<file path="config.mk">
export PLATFORM = sky130hd
export DESIGN_NAME = branch_resolver
export DESIGN_NICKNAME = d
export VERILOG_FILES = /design/src/rtl/branch_resolver.sv
export SDC_FILE = /design/constraint.sdc
export NUM_CORES = 1
export LEC_CHECK = 0
export CAP_MARGIN = 5
export CORE_ASPECT_RATIO = 1.75
export CORE_MARGIN = 4
export CORE_UTILIZATION = 32
export CTS_CLUSTER_SIZE = 30
export DETAILED_ROUTE_END_ITERATION = 7
export PLACE_DENSITY = 0.77
export SYNTH_ARGS = -nofsm -noshare
export SYNTH_HDL_FRONTEND = slang
export SYNTH_SLANG_ARGS = --single-unit
</file>
<file path="constraint.sdc">
create_clock -name clk -period 2.75 [get_ports clk]
set_clock_uncertainty 0.1 [all_clocks]
set_input_delay 0.55 -clock clk [delete_from_list [all_inputs] [get_ports clk]]
set_output_delay 0.55 -clock clk [all_outputs]
set_load 0.03 [all_outputs]
</file>
<file path="src/rtl/branch_resolver.sv">
// Branch/jump resolver: registered PC select with RUN/SQUASH/HALT control.
// Optional statistics counters (br_count, taken_count) under `BRANCH_STATS_EN`.
module branch_resolver #(
  parameter int WIDTH = 32,
  parameter int OPW   = 7,
  parameter int CNT_W = 16
) (
  input  logic             clk,
  input  logic             rst,
  input  logic             in_valid,
  input  logic             stall,
  input  logic [WIDTH-1:0] A,
  input  logic [WIDTH-1:0] B,
  input  logic [OPW-1:0]   opcode,
  input  logic             exception_flag,
  output logic [1:0]       PC_src,
  output logic             squash,
  output logic             halted,
  output logic [1:0]       o_dbg_state
`ifdef BRANCH_STATS_EN
  ,
  output logic [CNT_W-1:0] br_count,
  output logic [CNT_W-1:0] taken_count
`endif
);

  // Handshake: an instruction is consumed when in_valid && !stall; stall freezes everything.
  localparam logic [OPW-1:0] OP_J   = OPW'(2);
  localparam logic [OPW-1:0] OP_JAL = OPW'(3);
  localparam logic [OPW-1:0] OP_BEQ = OPW'(4);
  localparam logic [OPW-1:0] OP_BNE = OPW'(5);
  localparam logic [OPW-1:0] OP_BLT = OPW'(6);
  localparam logic [OPW-1:0] OP_BGE = OPW'(7);
  localparam logic [OPW-1:0] OP_JR  = OPW'(8);
  localparam logic [OPW-1:0] OP_HLT = OPW'(63);

  localparam logic [1:0] PC_SEQ  = 2'b00;
  localparam logic [1:0] PC_EXC  = 2'b01;
  localparam logic [1:0] PC_TGT  = 2'b10;
  localparam logic [1:0] PC_HALT = 2'b11;

  typedef enum logic [1:0] {
    S_RUN    = 2'd0,
    S_SQUASH = 2'd1,
    S_HALT   = 2'd2
  } state_t;

  state_t     r_state, w_next_state;
  logic [1:0] r_pc_src, w_next_pc;
  logic       r_squash, w_next_squash;
  logic       w_accept, w_is_br, w_taken;
  logic       w_cnt_br, w_cnt_taken;

  assign w_accept = in_valid && !stall;

  always_comb begin
    w_is_br = 1'b1;
    w_taken = 1'b0;
    case (opcode)
      OP_BEQ:              w_taken = (A == B);
      OP_BNE:              w_taken = (A != B);
      OP_BLT:              w_taken = ($signed(A) <  $signed(B));
      OP_BGE:              w_taken = ($signed(A) >= $signed(B));
      OP_J, OP_JAL, OP_JR: w_taken = 1'b1;
      default:             w_is_br = 1'b0;
    endcase
  end

  always_comb begin
    w_next_state  = r_state;
    w_next_pc     = r_pc_src;
    w_next_squash = r_squash;
    w_cnt_br      = 1'b0;
    w_cnt_taken   = 1'b0;
    if (!stall) begin
      w_next_pc     = PC_SEQ;
      w_next_squash = 1'b0;
      case (r_state)
        S_RUN: begin
          if (w_accept) begin
            if (exception_flag) begin
              w_next_pc = PC_EXC;
            end else if (opcode == OP_HLT) begin
              w_next_pc    = PC_HALT;
              w_next_state = S_HALT;
            end else begin
              w_cnt_br    = w_is_br;
              w_cnt_taken = w_taken;
              if (w_taken) begin
                w_next_pc    = PC_TGT;
                w_next_state = S_SQUASH;
              end
            end
          end
        end
        S_SQUASH: begin
          // The wrong-path slot is dropped, but an exception on it still redirects.
          if (w_accept) begin
            w_next_state = S_RUN;
            if (exception_flag) w_next_pc = PC_EXC;
            else                w_next_squash = 1'b1;
          end
        end
        S_HALT:  w_next_pc = PC_HALT;
        default: w_next_state = S_RUN;
      endcase
    end
  end

  always_ff @(posedge clk) begin
    if (!rst) begin
      r_state  <= S_RUN;
      r_pc_src <= PC_SEQ;
      r_squash <= 1'b0;
    end else begin
      r_state  <= w_next_state;
      r_pc_src <= w_next_pc;
      r_squash <= w_next_squash;
    end
  end

  assign PC_src      = r_pc_src;
  assign squash      = r_squash;
  assign halted      = (r_state == S_HALT);
  assign o_dbg_state = r_state;

`ifdef BRANCH_STATS_EN
  logic [CNT_W-1:0] r_br_count, r_taken_count;

  // Counters saturate at all-ones.
  always_ff @(posedge clk) begin
    if (!rst) begin
      r_br_count    <= '0;
      r_taken_count <= '0;
    end else begin
      if (w_cnt_br && (r_br_count != '1))
        r_br_count <= r_br_count + CNT_W'(1);
      if (w_cnt_taken && (r_taken_count != '1))
        r_taken_count <= r_taken_count + CNT_W'(1);
    end
  end

  assign br_count    = r_br_count;
  assign taken_count = r_taken_count;
`else
  logic w_unused;
  assign w_unused = w_cnt_br ^ w_cnt_taken;
`endif

endmodule

</file>
== After elaboration in Yosys (flattened, before gate mapping) ==
Index checks and enable logic that the tools add are counted.
Storage, ports and cells
  bits of input ports: 76
  output and inout bits: 6
  word-level logic and storage cells: 45
  register bits after elaboration: 5
Cells by class
  mux-type cells: 17
  magnitude comparators: 2
  reductions and logical operators: 5
  bitwise operators: 2
  eq/ne operators: 16
Operators by type and width (count)
  32-bit equality test: 1
  32-bit >= comparator: 1
  32-bit less-than comparator: 1
  32-bit inequality test: 1
  7-bit by 3-bit equality test with 1-bit output (second input constant): 4
  2-bit 2-to-1 mux: 9
  7-bit by 2-bit equality test with 1-bit output (second input constant): 2
  2-bit one-hot mux with 3 select lines: 2
  7-bit by 4-bit equality test with 1-bit output (second input constant): 1
  7-bit by 6-bit equality test with 1-bit output (second input constant): 1
  2-bit inequality test (second input constant): 3
  6-bit AND reduction: 1
  1-bit 2-to-1 mux: 5
  1-bit one-hot mux with 5 select lines: 1
  3-bit inequality test (second input constant): 1
  3-bit OR reduction: 1
  2-bit by 1-bit equality test with 1-bit output (second input constant): 1
  2-bit equality test (second input constant): 1
  2-bit zero test: 1
  1-bit inverter: 2
  1-bit logical AND: 1
  1-bit zero test: 1

== Depth between registers and ports, before layout ==
Gate-level depths: netlist of run 1.
  depth in word-level cells: 8
  depth in mapped cells: 10
  depth with buffers taken out: 10

== Least setup slack after synthesis of run 1 ==
Ideal clock, no wire load.
  path kind: in2reg
  start point: input B[14]
  end point: register r_state[0], in the netlist o_dbg_state[0]
  data required time: 2.554 ns
  cell stages on the path: 10
  buffers on the path: 0
  setup time: 0.096 ns
  arrival time: 2.473 ns
  path slack: 0.082 ns
  cell sequence: inv_1 ha_1 a21oi_1 nand2_1 a221o_1 o311a_1 o22ai_1 mux2i_1 o211ai_1 o41ai_2
Between the ends
  longest elaborated chain between the ends: 4
  elaborated cells on any way between the ends: 7
  classes of those cells: order compare: 2; eq/ne: 3; mux: 1; reduce/logical: 1
RTL lines
  start: declaration: RTL line 13  | input logic [WIDTH-1:0] B,
  32-bit >= comparator, or another cell as far along: RTL line 63  | OP_BGE: w_taken = ($signed(A) >= $signed(B));
  1-bit one-hot mux with 5 select lines (*): RTL line 59  | case (opcode)
  3-bit inequality test (no line) (*)
  6-bit AND reduction (no line) (*)
  end signal: assignment: RTL line 116  | r_state <= w_next_state;
  end: declaration: RTL line 48  | state_t r_state, w_next_state;
Mark *: on every way between the ends. The rest lies on a longest branch, timed or not.
A chain may end at the register's enable or synchronous reset.

== Worst setup path in the final report of run 1 ==
  start point: input A[8]
  end point: register r_state[0], in the netlist o_dbg_state[0]
Between the ends
  longest elaborated chain between the ends: 4
  elaborated cells on any way between the ends: 7
  classes of those cells: order compare: 2; eq/ne: 3; mux: 1; reduce/logical: 1
RTL lines
  start: declaration: RTL line 12  | input logic [WIDTH-1:0] A,
  32-bit >= comparator, or another cell as far along: RTL line 63
  1-bit one-hot mux with 5 select lines (*): RTL line 59
  3-bit inequality test (no line) (*)
  6-bit AND reduction (no line) (*)
Marks and branches as above.

==> impl_metrics.toml, run 1 <==
[yosys]
yosys_warnings = 0
synth_area_leaders = "ha_1, inv_1, dfxtp_1"
ys_ff_latch = 5
yosysSeqAreaShare = 0.0842
syn_avg_cell_area_sq_um = 7.20
synth_nets = 273
async_flop_share = 0
synthTopCellsByCount = "inv_1, ha_1, a21oi_1"
synth_top_cell_by_area = "ha_1"
synth-main-ff-cell = "dfxtp_1"
syn-instance-count = 165
syn_area_sq_um = 1190
yosysMostFrequentCell = "inv_1"
yosys.area.top_type_share = 0.337
yosysUniqueCellTypes = 36
synth-edff-count = 0

[route]
antenna_left = 0
drc = 0
wirelength_microns = 4720
drtIter0Drc = 23
wl_per_cell_microns = 15.3
routed-via-count = 1553
avgViaCountPerCell = 5.03
dr.pass1.iters = 4

[timing]
tightest_slew_ns = 0.514
fmax_mhz = 379
hold_viol_final = 0
worst_slack_ns = 0.112
holdWs_ns = 0.437
post-route-min-period_ns = 2.64
slew_viol_final = 0
setup_tns_ns = 0
slew_headroom = 0.653
setup_viol = 0
finalCritPeriodShare = 0.959

[worst_setup_path]
slowest_stage = "o311a_1"
rr_worst_depth = 5
timing.reg2reg.setup_slack_ns = 1.20
path_cells = "clkdlybuf4s15_1 -> ha_1 -> nand4_1 -> nor2_1 -> a221o_1 -> o311a_1 -> o22ai_4 -> mux2i_1 -> o211ai_1 -> o41ai_2"
startpoint_type = "input port"
end_kind = "flop"
r2r_start = "o_dbg_state[1]"
critPathMaxFanout = 2
required_ns = 2.78
critPathBufInv = 1
cpPeakStageDelay_ns = 0.39
r2r_end = "o_dbg_state[1]"
arrival_ns = 2.66
criticalPathCategory = "in2reg"
critPathTopFamily = "compound AO/OA/AOI/OAI gates"

[cells_and_area]
post-route-util = 0.757
diodes = 0
fillCellCount = 248
finalNetCount = 372
drive_above_1_share = 0.384
syn2layout_area_growth_pct = 129

[place]
place_congestion = 0.778
dp_slack_ns = -0.596
place_hpwl_microns = 3240
io_buffers = 81

[power]
vdd_drop_max_v = 0.000347
design_power_total_mw = 0.554
p_leak_nw = 1.38
p_per_area_nw_per_um2 = 204

[global_routing]
grt_max_degree = 11
antenna_found_initial = 0
grt_use_total = 0.175
grt_overflow = 0
grt_pass1_wl_microns = 6420
grt_pass1_vias = 1563

[floorplanning]
die_h_microns = 88.6
io_pins = 82
row_count = 29
core_sq_um = 3590
start_util = 0.331
die-area_sq_um = 4790
die_w_microns = 54.1

[clock_network]
clkTransAtPathRegs_ns = 0.04
cts_made_buffers = 3
clockBufferDepth = 2
clk_latency_ns = 0.22
cts_tree = "built"
ctsHtreeMaxLevel = 1
cts_root_buf = "clkbuf_8"
cts_sinks = 5

[run_status]
outcome = "finished clean"

[worst_hold_path]
hold_path_end = "squash"
min_path_cells = 2
hp-start = "squash"
worstHoldPathType = "reg2reg"

[job]
drv_cap = 0
final cells by class:
type | instances | area [sq um] | area share
clock buffers | 4 | 45.0 | 0.0166
inverters | 37 | 139 | 0.0511
multi-input cells | 121 | 1400 | 0.516
flip-flops and latches | 5 | 100 | 0.0368
well taps | 46 | 57.6 | 0.0212
repair buffers | 96 | 975 | 0.359
placed cells by master, fill, tap and decap left out, types with 2 or more instances in the layout:
master / synthesis / routed
a21oi_1: 15 / 7
a21oi_2: 0 / 8
a22oi_1: 2 / 2
buf_4: 0 / 14
buf_6: 0 / 3
clkbuf_2: 0 / 5
clkbuf_8: 0 / 3
clkdlybuf4s15_1: 0 / 13
clkdlybuf4s50_1: 0 / 21
dfxtp_1: 5 / 5
dlygate4sd2_1: 0 / 8
dlymetal6s2s_1: 0 / 32
ha_1: 32 / 5
ha_4: 0 / 26
inv_1: 37 / 12
inv_2: 0 / 25
mux2i_1: 2 / 2
nand2_1: 11 / 10
nand3_1: 5 / 4
nand4_1: 7 / 7
nor2_1: 9 / 9
nor2b_1: 4 / 3
nor3_1: 6 / 4
nor3_2: 0 / 2
o211ai_1: 2 / 2
o21ai_0: 5 / 2
o21ai_1: 0 / 2
worst register-to-register path: cells and delay by family, from the launching register on:
family           cells  cell delay [ns]
AO/OA/AOI/OAI        2             0.59
flip-flops           1             0.50
AND/OR/NAND/NOR      3             0.23
logic make-up (layout without fill, tap and decap cells):
| family | count (synthesis) | after routing | synth area share |
|---|---|---|---|
| AO/OA/AOI/OAI | 35 | 35 | 0.200 |
| adder cells (fa/ha/maj) | 32 | 32 | 0.337 |
| buffers and inverters | 39 | 137 | 0.123 |
| flip-flops | 5 | 5 | 0.0842 |
| multiplexers | 2 | 2 | 0.0168 |
| AND/OR/NAND/NOR | 52 | 52 | 0.239 |
how the worst max path moves through the flow:
stage / start / to / slack [ns] / depth (start not counted)
2_1_floorplan: B[14] / o_dbg_state[0] / 0.08 / 10
3_3_place_gp: B[7] / o_dbg_state[0] / -0.49 / 11
3_5_place_dp: B[5] / o_dbg_state[0] / -0.60 / 11
4_1_cts: B[29] / o_dbg_state[0] / 0.01 / 11
5_1_grt: A[18] / o_dbg_state[0] / -0.02 / 10
6_report: A[8] / o_dbg_state[0] / 0.11 / 10
metal layers:
metal | GRT usage | part of all wire | wire [microns]
met1 | 0.168 | 0.36 | 1720
met2 | 0.363 | 0.57 | 2700
met3 | 0.0287 | 0.052 | 243
met4 | 0.0317 | 0.012 | 55
met5 | 0 | 0 | 0
where the power goes:
part | internal (mW) | total (mW) | switching (mW)
Combinational | 0.198 | 0.342 | 0.145
Sequential | 0.0739 | 0.0746 | 0.000622
Clock | 0.0997 | 0.137 | 0.0375
state kept, by name (all words and copies together), names as in the netlist:
register     cells
PC_src           2
o_dbg_state      2
squash           1
timing repair:
action | CTS | global route
hold buffers | 0 | 0
resized for setup | 77 | 94
endpoints found under the setup margin | 2 | 2
pin swaps | 30 | 45
setup buffers | 4 | 3
per-stage QoR:
step	cells	instance area, sq um
after floorplan	165	1190
after global placement	299	2120
after detailed placement	299	2120
after CTS	306	2450
after global routing	309	2720
final	309	2720
Note: power is estimated with default switching activity, not from simulation.
==> inputs of run 2 (changes only) <==
--- a/config.mk
+++ b/config.mk
@@ -6,12 +6,13 @@
 export NUM_CORES = 1
 export LEC_CHECK = 0
 export CAP_MARGIN = 5
-export CORE_ASPECT_RATIO = 1.75
 export CORE_MARGIN = 4
 export CORE_UTILIZATION = 32
 export CTS_CLUSTER_SIZE = 30
 export DETAILED_ROUTE_END_ITERATION = 7
 export PLACE_DENSITY = 0.77
+export SKIP_LAST_GASP = 1
 export SYNTH_ARGS = -nofsm -noshare
 export SYNTH_HDL_FRONTEND = slang
 export SYNTH_SLANG_ARGS = --single-unit
+export TNS_END_PERCENT = 10
==> impl_metrics.toml, run 2 (same netlist as run 1, synthesis figures left out) <==
[run_status]
outcome = "finished clean"

[worst_setup_path]
startpoint_type = "input port"
r2r_start = "o_dbg_state[1]"
criticalPathCategory = "in2reg"
path_common_cell = "o211ai_1"
path_cells = "clkdlybuf4s50_1 -> inv_1 -> ha_1 -> o211ai_1 -> a2111oi_4 -> o311a_1 -> o22ai_2 -> mux2i_1 -> o211ai_1 -> buf_4 -> a21oi_2"
timing.reg2reg.setup_slack_ns = 1.28
slowest_stage = "clkdlybuf4s50_1"
arrival_ns = 2.73
critPathTopFamily = "compound AO/OA/AOI/OAI gates"
cpPeakStageDelay_ns = 0.45
critPathMaxFanout = 2
critPathBufInv = 3
r2r_end = "o_dbg_state[1]"
required_ns = 2.81
rr_worst_depth = 5
end_kind = "flop"

[clock_network]
ctsHtreeMaxLevel = 1
clk_latency_ns = 0.22
clockBufferDepth = 2
cts_tree = "built"
cts_sinks = 5
cts_made_buffers = 3
cts_root_buf = "clkbuf_8"
clkTransAtPathRegs_ns = 0.03

[worst_hold_path]
worstHoldPathType = "reg2reg"
min_path_cells = 2
hold_path_end = "squash"
hp-start = "squash"

[route]
drc = 0
dr.pass1.iters = 4
met3_length_microns = 252
avgViaCountPerCell = 4.97
wl_met2_microns = 2470
wirelength_microns = 4500
drtIter0Drc = 29
met1_length_microns = 1610
routed-via-count = 1530
antenna_left = 0
highest_layer = "met4"
wl_per_cell_microns = 14.6

[place]
place_congestion = 0.724
place_hpwl_microns = 3210
io_buffers = 81
dp_slack_ns = -0.568

[cells_and_area]
mostFrequentLayoutCells = "clkdlybuf4s50_1, dlymetal6s2s_1, ha_4, dlygate4sd2_1, inv_2"
syn2layout_area_growth_pct = 124
fillCellCount = 246
seq_area_sq_um = 100
drive_above_1_share = 0.328
multi_input_area_sq_um = 1360
finalNetCount = 371
diodes = 0
final_common_cell = "clkdlybuf4s50_1"
post-route-util = 0.768

[global_routing]
grt_pass1_wl_microns = 5940
grt_max_degree = 11
antenna_found_initial = 0
grt_overflow = 0
grt_use_total = 0.163
grt_pass1_vias = 1399

[power]
internal-power_mw = 0.363
comb_power_share = 0.606
switching_share = 0.325
p_clk_frac = 0.255
seqPwrFrac = 0.139
vdd_drop_max_v = 0.000223
p_sw_mw = 0.174
p_leak_nw = 1.37
p_per_area_nw_per_um2 = 202

[floorplanning]
start_util = 0.343
core_sq_um = 3470
die_h_microns = 68.9
io_pins = 82
die-area_sq_um = 4750
die_w_microns = 68.9
row_count = 21

[job]
drv_cap = 0

[timing]
post-route-min-period_ns = 2.67
finalCritPeriodShare = 0.972
hold_viol_final = 0
setup_viol = 0
fmax_mhz = 374
worst_slack_ns = 0.0767
slew_viol_final = 0
tightest_slew_ns = 0.500
slew_headroom = 0.663
[run 2: cell count changes in the layout (fill, tap and decap cells not counted), moves of 2 or more]
cell,before,now
buf_6,3,0
clkbuf_2,5,0
clkdlybuf4s15_1,13,1
clkdlybuf4s50_1,21,30
dlygate4sd2_1,8,21
dlymetal6s2s_1,32,29
ha_1,5,7
ha_4,26,23
inv_1,12,18
inv_2,25,19
[run 2: per-stage QoR]
step	setup TNS, ns	power, mW	instance area [sq um]	hold WS (ns)	cells
finish	0	0.537	2670	0.447	308
global route	-0.00704	0.577	2670	0.467	308
CTS	0	0.488	2330	0.454	304
detailed placement	-0.938	0.325	2120	0.443	299
global placement	-0.808	0.320	2120	0.439	299
floorplan	0	0.178	1190	0.566	165
[run 2: worst min-delay path, cell delays in order, from the launching register on]
cell and delay (ns):
dfxtp_1 0.32, a22oi_1 0.09, nor2b_1 0.10
[run 2: how the worst max path moves through the flow]
| stage | start | endpoint | slack [ns] | depth (start not counted) |
|---|---|---|---|---|
| global placement | B[7] | o_dbg_state[0] | -0.49 | 11 |
| CTS | B[19] | PC_src[1] | 0.003 | 12 |
| global route | A[20] | PC_src[1] | -0.007 | 11 |
| finish | B[2] | PC_src[1] | 0.08 | 11 |
| floorplan | B[14] | o_dbg_state[0] | 0.08 | 10 |
| detailed placement | B[14] | o_dbg_state[0] | -0.57 | 11 |
[run 2: final cells by class]
| type | count | share of cell area |
|---|---|---|
| Timing Repair Buffer | 95 | 0.361 |
| Inverter | 37 | 0.0521 |
| Clock buffer | 4 | 0.0169 |
| Multi-Input combinational cell | 121 | 0.511 |
| Tap cell | 46 | 0.0216 |
| Sequential cell | 5 | 0.0376 |
[run 2: power by group through the flow]
stage               clock network (mW)  logic, mW  registers, mW
floorplan                            0      0.101         0.0775
global placement                     0      0.244         0.0757
detailed placement                   0      0.249         0.0757
CTS                              0.140      0.273         0.0747
global route                     0.146      0.357         0.0748
finish                           0.137      0.326         0.0746
[run 2: metal layers]
metal | up-vias | global-route usage
met1 | 679 | 0.178
met3 | 17 | 0.0227
li1 | 783 | -
met4 | 0 | 0.0657
met5 | - | 0
met2 | 51 | 0.311
[run 2: what timing repair did]
action / CTS / global route
hold endpoints to repair: 0 / 0
buffers inserted: 1 / 4
pin swaps: 24 / 30
gates resized for setup: 56 / 68
setup endpoints to repair: 2 / 2
hold buffers: 0 / 0
